## src/rtl/cpu_cycle_controller_if.sv

```systemverilog
// Control/status bundle between the cycle controller and the CPU datapath.
// InstrCount exists only when CPU_CTRL_PERF_EN is defined.
interface cpu_cycle_controller_if #(
    parameter int OPW  = 4,
    parameter int ST_W = 3
);
    logic [OPW-1:0]  Opcode;
    logic            Zero;
    logic            MemReady;
    logic            PCWrite;
    logic [1:0]      PCSel;
    logic            IRWrite;
    logic            MemRead;
    logic            MemWrite;
    logic            IorD;
    logic            RegWrite;
    logic            MemToReg;
    logic            ALUSrcB;
    logic [1:0]      ALUOp;
    logic            Halted;
    logic [ST_W-1:0] State;
`ifdef CPU_CTRL_PERF_EN
    logic [23:0]     InstrCount;
`endif

    modport master (
        input  Opcode, Zero, MemReady,
        output PCWrite, PCSel, IRWrite, MemRead, MemWrite, IorD,
        output RegWrite, MemToReg, ALUSrcB, ALUOp, Halted, State
`ifdef CPU_CTRL_PERF_EN
        , output InstrCount
`endif
    );

    modport slave (
        output Opcode, Zero, MemReady,
        input  PCWrite, PCSel, IRWrite, MemRead, MemWrite, IorD,
        input  RegWrite, MemToReg, ALUSrcB, ALUOp, Halted, State
`ifdef CPU_CTRL_PERF_EN
        , input InstrCount
`endif
    );
endinterface

```

## src/rtl/cpu_cycle_controller.sv

```systemverilog
// Multi-cycle FETCH/DECODE/EXEC/MEM/WB control FSM for the 24-bit CPU.
// Define CPU_CTRL_PERF_EN to add the InstrCount retire counter.
module cpu_cycle_controller #(
    parameter int OPW  = 4,
    parameter int ST_W = 3
) (
    input logic                    Clock,
    input logic                    Reset,
    cpu_cycle_controller_if.master bus
);
    typedef enum logic [ST_W-1:0] {
        S_FETCH  = ST_W'(0),
        S_DECODE = ST_W'(1),
        S_EXEC   = ST_W'(2),
        S_MEM    = ST_W'(3),
        S_WB     = ST_W'(4),
        S_HALT   = ST_W'(5)
    } state_t;

    localparam logic [OPW-1:0] OP_R    = OPW'(0);
    localparam logic [OPW-1:0] OP_ADDI = OPW'(1);
    localparam logic [OPW-1:0] OP_LW   = OPW'(2);
    localparam logic [OPW-1:0] OP_SW   = OPW'(3);
    localparam logic [OPW-1:0] OP_BEQ  = OPW'(4);
    localparam logic [OPW-1:0] OP_J    = OPW'(5);
    localparam logic [OPW-1:0] OP_HALT = OPW'(15);

    state_t         state_q, state_d;
    logic [OPW-1:0] op_q, op_d;

    logic       pc_write;
    logic [1:0] pc_sel;
    logic       ir_write;
    logic       mem_read;
    logic       mem_write;
    logic       iord;
    logic       reg_write;
    logic       mem_to_reg;
    logic       alu_src_b;
    logic [1:0] alu_op;
    logic       halted;

    always_ff @(posedge Clock or posedge Reset) begin
        if (Reset) begin
            state_q <= S_FETCH;
            op_q    <= '0;
        end else begin
            state_q <= state_d;
            op_q    <= op_d;
        end
    end

    always_comb begin
        state_d    = state_q;
        op_d       = op_q;
        pc_write   = 1'b0;
        pc_sel     = 2'd0;
        ir_write   = 1'b0;
        mem_read   = 1'b0;
        mem_write  = 1'b0;
        iord       = 1'b0;
        reg_write  = 1'b0;
        mem_to_reg = 1'b0;
        alu_src_b  = 1'b0;
        alu_op     = 2'd0;
        halted     = 1'b0;
        unique case (state_q)
            S_FETCH: begin
                mem_read = 1'b1;
                if (bus.MemReady) begin
                    ir_write = 1'b1;
                    pc_write = 1'b1;
                    state_d  = S_DECODE;
                end
            end
            S_DECODE: begin
                op_d = bus.Opcode;
                unique case (bus.Opcode)
                    OP_R, OP_ADDI, OP_LW,
                    OP_SW, OP_BEQ, OP_J: state_d = S_EXEC;
                    OP_HALT:             state_d = S_HALT;
                    default:             state_d = S_FETCH;
                endcase
            end
            S_EXEC: begin
                unique case (op_q)
                    OP_R: begin
                        alu_op  = 2'd2;
                        state_d = S_WB;
                    end
                    OP_ADDI: begin
                        alu_src_b = 1'b1;
                        state_d   = S_WB;
                    end
                    OP_LW, OP_SW: begin
                        alu_src_b = 1'b1;
                        state_d   = S_MEM;
                    end
                    OP_BEQ: begin
                        alu_op   = 2'd1;
                        pc_sel   = 2'd1;
                        pc_write = bus.Zero;
                        state_d  = S_FETCH;
                    end
                    OP_J: begin
                        pc_sel   = 2'd2;
                        pc_write = 1'b1;
                        state_d  = S_FETCH;
                    end
                    default: state_d = S_FETCH;
                endcase
            end
            S_MEM: begin
                iord      = 1'b1;
                mem_read  = (op_q == OP_LW);
                mem_write = (op_q == OP_SW);
                if (bus.MemReady)
                    state_d = (op_q == OP_LW) ? S_WB : S_FETCH;
            end
            S_WB: begin
                reg_write  = 1'b1;
                mem_to_reg = (op_q == OP_LW);
                state_d    = S_FETCH;
            end
            S_HALT: begin
                halted = 1'b1;
            end
            default: state_d = S_FETCH;
        endcase
    end

    // Reset forces every output low at once, independent of the clock.
    assign bus.PCWrite  = pc_write & ~Reset;
    assign bus.PCSel    = Reset ? 2'd0 : pc_sel;
    assign bus.IRWrite  = ir_write & ~Reset;
    assign bus.MemRead  = mem_read & ~Reset;
    assign bus.MemWrite = mem_write & ~Reset;
    assign bus.IorD     = iord & ~Reset;
    assign bus.RegWrite = reg_write & ~Reset;
    assign bus.MemToReg = mem_to_reg & ~Reset;
    assign bus.ALUSrcB  = alu_src_b & ~Reset;
    assign bus.ALUOp    = Reset ? 2'd0 : alu_op;
    assign bus.Halted   = halted & ~Reset;
    assign bus.State    = state_q;

`ifdef CPU_CTRL_PERF_EN
    logic        retire;
    logic        dec_nop;
    logic [23:0] instr_cnt_q, instr_cnt_d;

    assign dec_nop = !(bus.Opcode inside
                       {OP_R, OP_ADDI, OP_LW, OP_SW, OP_BEQ, OP_J, OP_HALT});

    assign retire =
        (state_q == S_WB) ||
        (state_q == S_MEM && op_q == OP_SW && bus.MemReady) ||
        (state_q == S_EXEC && (op_q == OP_BEQ || op_q == OP_J)) ||
        (state_q == S_DECODE && dec_nop);

    assign instr_cnt_d = retire ? instr_cnt_q + 24'd1 : instr_cnt_q;

    always_ff @(posedge Clock or posedge Reset) begin
        if (Reset) instr_cnt_q <= '0;
        else       instr_cnt_q <= instr_cnt_d;
    end

    assign bus.InstrCount = instr_cnt_q;
`endif
endmodule

```

## src/flat_wrapper.sv

```systemverilog
// flat-port wrapper written by rule: the top's interface ports become plain ports
module cpu_cycle_controller_flat 
#(
    parameter int OPW  = 4,
    parameter int ST_W = 3
)
  (Clock, Reset, bus_Opcode, bus_Zero, bus_MemReady, bus_PCWrite, bus_PCSel, bus_IRWrite, bus_MemRead, bus_MemWrite, bus_IorD, bus_RegWrite, bus_MemToReg, bus_ALUSrcB, bus_ALUOp, bus_Halted, bus_State);
  cpu_cycle_controller_if #(.OPW(OPW), .ST_W(ST_W)) bus_i ();
  input logic Clock;
  input logic Reset;
  input wire logic [$bits(bus_i.Opcode)-1:0] bus_Opcode;
  input wire logic [$bits(bus_i.Zero)-1:0] bus_Zero;
  input wire logic [$bits(bus_i.MemReady)-1:0] bus_MemReady;
  output wire logic [$bits(bus_i.PCWrite)-1:0] bus_PCWrite;
  output wire logic [$bits(bus_i.PCSel)-1:0] bus_PCSel;
  output wire logic [$bits(bus_i.IRWrite)-1:0] bus_IRWrite;
  output wire logic [$bits(bus_i.MemRead)-1:0] bus_MemRead;
  output wire logic [$bits(bus_i.MemWrite)-1:0] bus_MemWrite;
  output wire logic [$bits(bus_i.IorD)-1:0] bus_IorD;
  output wire logic [$bits(bus_i.RegWrite)-1:0] bus_RegWrite;
  output wire logic [$bits(bus_i.MemToReg)-1:0] bus_MemToReg;
  output wire logic [$bits(bus_i.ALUSrcB)-1:0] bus_ALUSrcB;
  output wire logic [$bits(bus_i.ALUOp)-1:0] bus_ALUOp;
  output wire logic [$bits(bus_i.Halted)-1:0] bus_Halted;
  output wire logic [$bits(bus_i.State)-1:0] bus_State;
  assign bus_i.Opcode = bus_Opcode;
  assign bus_i.Zero = bus_Zero;
  assign bus_i.MemReady = bus_MemReady;
  assign bus_PCWrite = bus_i.PCWrite;
  assign bus_PCSel = bus_i.PCSel;
  assign bus_IRWrite = bus_i.IRWrite;
  assign bus_MemRead = bus_i.MemRead;
  assign bus_MemWrite = bus_i.MemWrite;
  assign bus_IorD = bus_i.IorD;
  assign bus_RegWrite = bus_i.RegWrite;
  assign bus_MemToReg = bus_i.MemToReg;
  assign bus_ALUSrcB = bus_i.ALUSrcB;
  assign bus_ALUOp = bus_i.ALUOp;
  assign bus_Halted = bus_i.Halted;
  assign bus_State = bus_i.State;
  cpu_cycle_controller #(.OPW(OPW), .ST_W(ST_W)) u_core (.Clock(Clock), .Reset(Reset), .bus(bus_i));
endmodule
```

## config.mk

```make
export PLATFORM = sky130hd
export DESIGN_NAME = cpu_cycle_controller_flat
export DESIGN_NICKNAME = d
export VERILOG_FILES = /design/src/rtl/cpu_cycle_controller_if.sv /design/src/rtl/cpu_cycle_controller.sv /design/src/flat_wrapper.sv
export SDC_FILE = /design/constraint.sdc
export NUM_CORES = 1
export LEC_CHECK = 0
export BUFFER_PORTS_ARGS = -buffer_cell sky130_fd_sc_hd__buf_2
export CAP_MARGIN = 20
export CORE_MARGIN = 1.5
export CORE_UTILIZATION = 30
export DETAILED_ROUTE_END_ITERATION = 10
export PLACE_DENSITY = 0.57
export REMOVE_ABC_BUFFERS = 1
export SETUP_SLACK_MARGIN = 0.02
export SYNTH_ARGS = -nofsm -noshare
export SYNTH_HDL_FRONTEND = slang
export SYNTH_SLANG_ARGS = --single-unit
```

## constraint.sdc

```tcl
create_clock -name Clock -period 1.8 [get_ports Clock]
set_clock_uncertainty 0.15 [all_clocks]
set_input_delay 0.27 -clock Clock [delete_from_list [all_inputs] [get_ports Clock]]
set_output_delay 0.27 -clock Clock [all_outputs]
set_load 0.01 [all_outputs]
```

* Word-level counts from Yosys, hierarchy flattened
Cells that the tools add are included.
W data, S select, Z words.
** Word-level totals
- Register bits after elaboration :: 7
- Input bits :: 8
- Logic and storage cells :: 63
** Operators by class
- Eq/ne operators :: 18
- Muxes and demuxes :: 24
- Bitwise logic cells :: 11
- Reductions and logical operators :: 8
** Operators by type and width (number)
- $eq A4 B2 Y1 const B :: 4
- $eq A4 B3 Y1 const B :: 4
- $pmux W3 S5 :: 1
- $pmux W3 S2 :: 2
- $and A1 B1 Y1 :: 9
- $mux W1 :: 9
- $mux W3 :: 3
- $eq A4 B1 Y1 const B :: 2
- $logic_not A4 Y1 :: 2
- $mux W2 :: 4
- $pmux W2 S2 :: 2
- $eq A3 B2 Y1 const B :: 2
- $eq A3 B3 Y1 const B :: 2
- $pmux W1 S2 :: 3
- $reduce_or A6 Y1 :: 1
- $eq A4 B4 Y1 const B :: 1
- $ne A2 B2 Y1 const B :: 2
- $reduce_or A2 Y1 :: 2
- $eq A3 B1 Y1 const B :: 1
- $logic_not A3 Y1 :: 1
- $reduce_and A3 Y1 :: 1
- $reduce_or A3 Y1 :: 1
- $not A1 Y1 :: 2

* Depth between registers and ports, before layout
- Depth in word-level cells :: 5
- Depth in mapped cells :: 4
- Gate-level depth less buffers :: 3

* Worst setup path before layout
Ideal clock, no wire load.
- Path kind :: register -> output
- Start :: register u_core.state_q[0] (netlist: u_core.bus.State[0])
- End :: output bus_ALUOp[1]
- Data arrival time :: 1.176 ns
- Required time :: 1.380 ns
- Slack :: 0.204 ns
- Cell stages (with the launch flop) :: 5
- Cell sequence :: dfrtp_1 > buf_6 > nor3_2 > nand2_1 > nor3_1
** Between the ends
- Word-level cells in the longest chain between the ends :: 3
** RTL lines
- start, declared :: line cpu_cycle_controller.sv:28 : state_t state_q, state_d;
- start signal, assigned :: line cpu_cycle_controller.sv:48 : state_q <= state_d;
- $eq A3 B2 Y1 :: line cpu_cycle_controller.sv:67 : unique case (state_q)
- $mux W2 :: line cpu_cycle_controller.sv:67
- $mux W2 :: line cpu_cycle_controller.sv:142 : assign bus.ALUOp = Reset ? 2'd0 : alu_op;
- end, declared :: line flat_wrapper.sv:23 : output wire logic [$bits(bus_i.ALUOp)-1:0] bus_ALUOp;
Every way passes these cells.

* Final worst setup path
- Start :: register u_core.op_q[3]
- End :: output bus_PCWrite
** Between the ends
- Word-level cells in the longest chain between the ends :: 4
** RTL lines
- start, declared :: line cpu_cycle_controller.sv:29 : logic [OPW-1:0] op_q, op_d;
- start signal, assigned :: line cpu_cycle_controller.sv:49 : op_q <= op_d;
- $eq A4 B3 Y1 :: line cpu_cycle_controller.sv:86 : unique case (op_q)
- $pmux W1 S2 * :: line cpu_cycle_controller.sv:86
- $pmux W1 S2 * :: line cpu_cycle_controller.sv:67
- $and A1 B1 Y1 * :: line cpu_cycle_controller.sv:133 : assign bus.PCWrite = pc_write & ~Reset;
- end, declared :: line flat_wrapper.sv:14 : output wire logic [$bits(bus_i.PCWrite)-1:0] bus_PCWrite;
Every way passes the cells marked *; elsewhere a longest branch is shown, timed or not.

==> impl_metrics.yaml <==
global_route:
  grt_pass1_wl_um: 2190
  track_usage_pct: 14.8
  grt_overflow: 0
  grt_max_degree: 10
  antenna_found_initial: 0
  first_global_vias: 463
final_layout:
  final_cell_mix: "24 x buf_2, 9 x buf_4, 8 x nor2_1"
  fill_cells: 187
  instances_no_fill: 117
  syn_to_final_growth_pct: 49.3
  final_nets: 101
  drive_above_1_share_pct: 60.9
  num_antenna_cells: 0
  final_cell_area_um2: 818
  final_common_cell: "buf_2"
yosys:
  ys_ff_latch: 7
  avgSynthCellArea_um2: 9.61
  synthDistinctLibCells: 28
  yosysWarnings: 0
  ys_seq_area_share_pct: 32.0
  syn_inst: 57
  syn-cell-area_um2: 548
floorplan:
  dieArea_mm2: 0.00209
  chipHeight_um: 45.7
  die_w_um: 45.7
  start_util_pct: 31.7
  io_pins: 24
  coreArea_mm2: 0.00173
  row_count: 15
clock_network:
  clk_pin_slew_ns: 0.05
  htree_levels: 1
  clk_root_buffer_cell: "clkbuf_4"
  cts_tree: "built"
  clk_path_buf_depth: 2
  cts.sinks: 7
  cts_made_buffers: 3
  clock_latency_ns: 0.25
timing:
  holdWs_ns: 0.129
  fmax_mhz: 565
  fin_crit_sh_pct: 98.3
  relSlewSlack_pct: 80.2
  worst_slack_ns: 0.0310
  setup_violations: 0
  worst_pin_slew_ns: 0.296
  finalHoldViolCount: 0
  fin_crit_ns: 1.77
  rsz0062_at_grt: "yes"
  finalMaxSlewViolations: 0
place:
  placed_cell_area_um2: 693
  port_buffers: 23
  place_congestion: 0.761
  place_ws_ns: 0.164
  place_hpwl_um: 1080
  dpl.cell_count: 105
power:
  power_density_mw_per_mm2: 1390
  seqPwrFrac_pct: 31.5
  p_int_uw: 674
  switchingPower_uw: 467
  comb_power_share_pct: 56.3
  p_leak_nw: 0.412
  total_power_mw: 1.14
  swShare_pct: 40.9
  p_clk_share_pct: 12.2
  ir_drop_mv: 0.686
routing:
  first_pass_iters: 6
  wire_per_inst_um: 12.8
  vias: 560
  via_per_inst: 4.79
  drt-total-wl_um: 1500
  drc_errors: 0
  drtIter0Drc: 7
  postRouteAntennaNets: 0
hold_path:
  hold_end: "u_core.op_q[0]"
  min_path_cells: 2
  hold_path.class: "input port to flop"
  min_from: "bus_Opcode[0]"
worst_setup_path:
  timing.rr.start: "u_core.bus.State[0]"
  crit_buf_inv: 1
  startpoint_type: "flop"
  crit_path_end_kind: "output port"
  crit_path_cell_trace: "and4bb_1 -> o21ai_1 -> a21boi_1 -> buf_2"
  cpPeakStageDelay_ns: 0.44
  crit_path_top_delay_cell: "dfrtp_2"
  r2r_slack_ns: 0.29
  cpLargestDelayFamily: "flip-flops"
  reg2reg_to: "u_core.bus.State[1]"
  critical_path_class: "flop to output port"
  reg2regPathDepth: 5
  cp.required_ns: 1.38
  worst-path-max-fanout: 4
  crit_arrival_ns: 1.35
  worstSetupStartpoint: "u_core.op_q[3]"
run:
  max_cap_viol_count: 0
run_status:
  outcome: "finished, final reports clean"
-- how the worst max path moves through the flow --
stage	depth (start not counted)	slack (ns)	to
after global routing	4	-0.04	bus_ALUOp[1]
after CTS	4	0.02	bus_ALUOp[1]
after detailed placement	4	0.16	bus_MemRead
final	4	0.03	bus_PCWrite
after global placement	4	0.21	bus_MemRead
after floorplan	3	0.21	bus_MemToReg
-- Yosys cell counts --
cell type  count  area share [%]
nor3_1         2             1.8
nor3b_2        1             2.3
and3b_1        1             1.6
and4_1         1             1.6
and3_1         3             3.4
and4b_1        1             1.8
and4bb_1       1             2.3
buf_2          1            0.91
dfrtp_1        7              32
a21oi_1        2             1.8
nand2_1        2             1.4
nor2_1         9             6.2
inv_1          2             1.4
nor2b_1        1             1.1
nand2b_1       3             3.4
nor4b_2        1             2.7
a211o_1        1             1.6
nor3_2         2             3.7
a41oi_1        1             1.6
nor2_4         1             2.1
nand2b_4       1             2.5
a21boi_1       1             1.4
buf_4          1             1.4
mux2_4         4              11
o21ai_1        4             3.7
buf_6          1             2.1
o2111ai_1      1             1.6
o32a_1         1             1.8
-- power by group through the flow --
stage,clock network (mW),logic [mW],registers (mW)
after detailed placement,0,0.508,0.352
after global routing,0.155,0.692,0.370
after global placement,0,0.503,0.349
final,0.139,0.642,0.359
after floorplan,0,0.320,0.361
after CTS,0.146,0.584,0.353
-- area by class of cell --
| class | count | area [um2] | share of cell area (%) |
|---|---|---|---|
| multi-input cells | 45 | 373 | 45.6 |
| repair buffers | 34 | 198 | 24.2 |
| flip-flops and latches | 7 | 181 | 22.2 |
| well taps | 25 | 31.3 | 3.82 |
| clock buffers | 3 | 22.5 | 2.75 |
| inverters | 2 | 7.51 | 0.917 |
| clock inverters | 1 | 5.00 | 0.612 |
-- cell families after synthesis --
kind of cell / synth area share (%)
mux: 11.0
simple gates: 37.9
buf+inv: 5.71
flops: 32.0
compound gates: 13.5
-- registers in the layout (all words and copies together) (netlist names) --
register          cells
u_core.bus.State      3
u_core.op_q           4
-- worst reg2reg max path: stages (launching register included) --
cell and delay (ns):
dfrtp_2 0.48, buf_2 0.19, buf_4 0.13, nor4b_2 0.23, o21ai_1 0.10, a21oi_1 0.15
-- layer usage --
| metal | track usage [%] | vias to the layer above | share of wire (%) |
|---|---|---|---|
| met5 | 0 | - | 0 |
| met1 | 20.0 | 260 | 47 |
| li1 | - | 277 | - |
| met4 | 2.86 | 0 | 0 |
| met2 | 23.9 | 23 | 48 |
| met3 | 3.57 | 0 | 5.1 |
-- per-stage QoR --
step | utilization [%] | TNS, ns
global placement | 40.1 | 0
global route | 47.4 | -0.175
finish | 47.4 | 0
detailed placement | 40.1 | 0
floorplan | - | 0
CTS | 44.5 | 0
-- what timing repair did --
| action | in CTS | in global routing |
|---|---|---|
| endpoints found under the setup margin | 9 | 8 |
| hold endpoints to repair | 7 | 0 |
| buffers inserted | 3 | 4 |
| hold buffers | 1 | 0 |
| pin swaps | 2 | 6 |
| gates resized for setup | 6 | 5 |
Power figures use the tool's default switching activity.
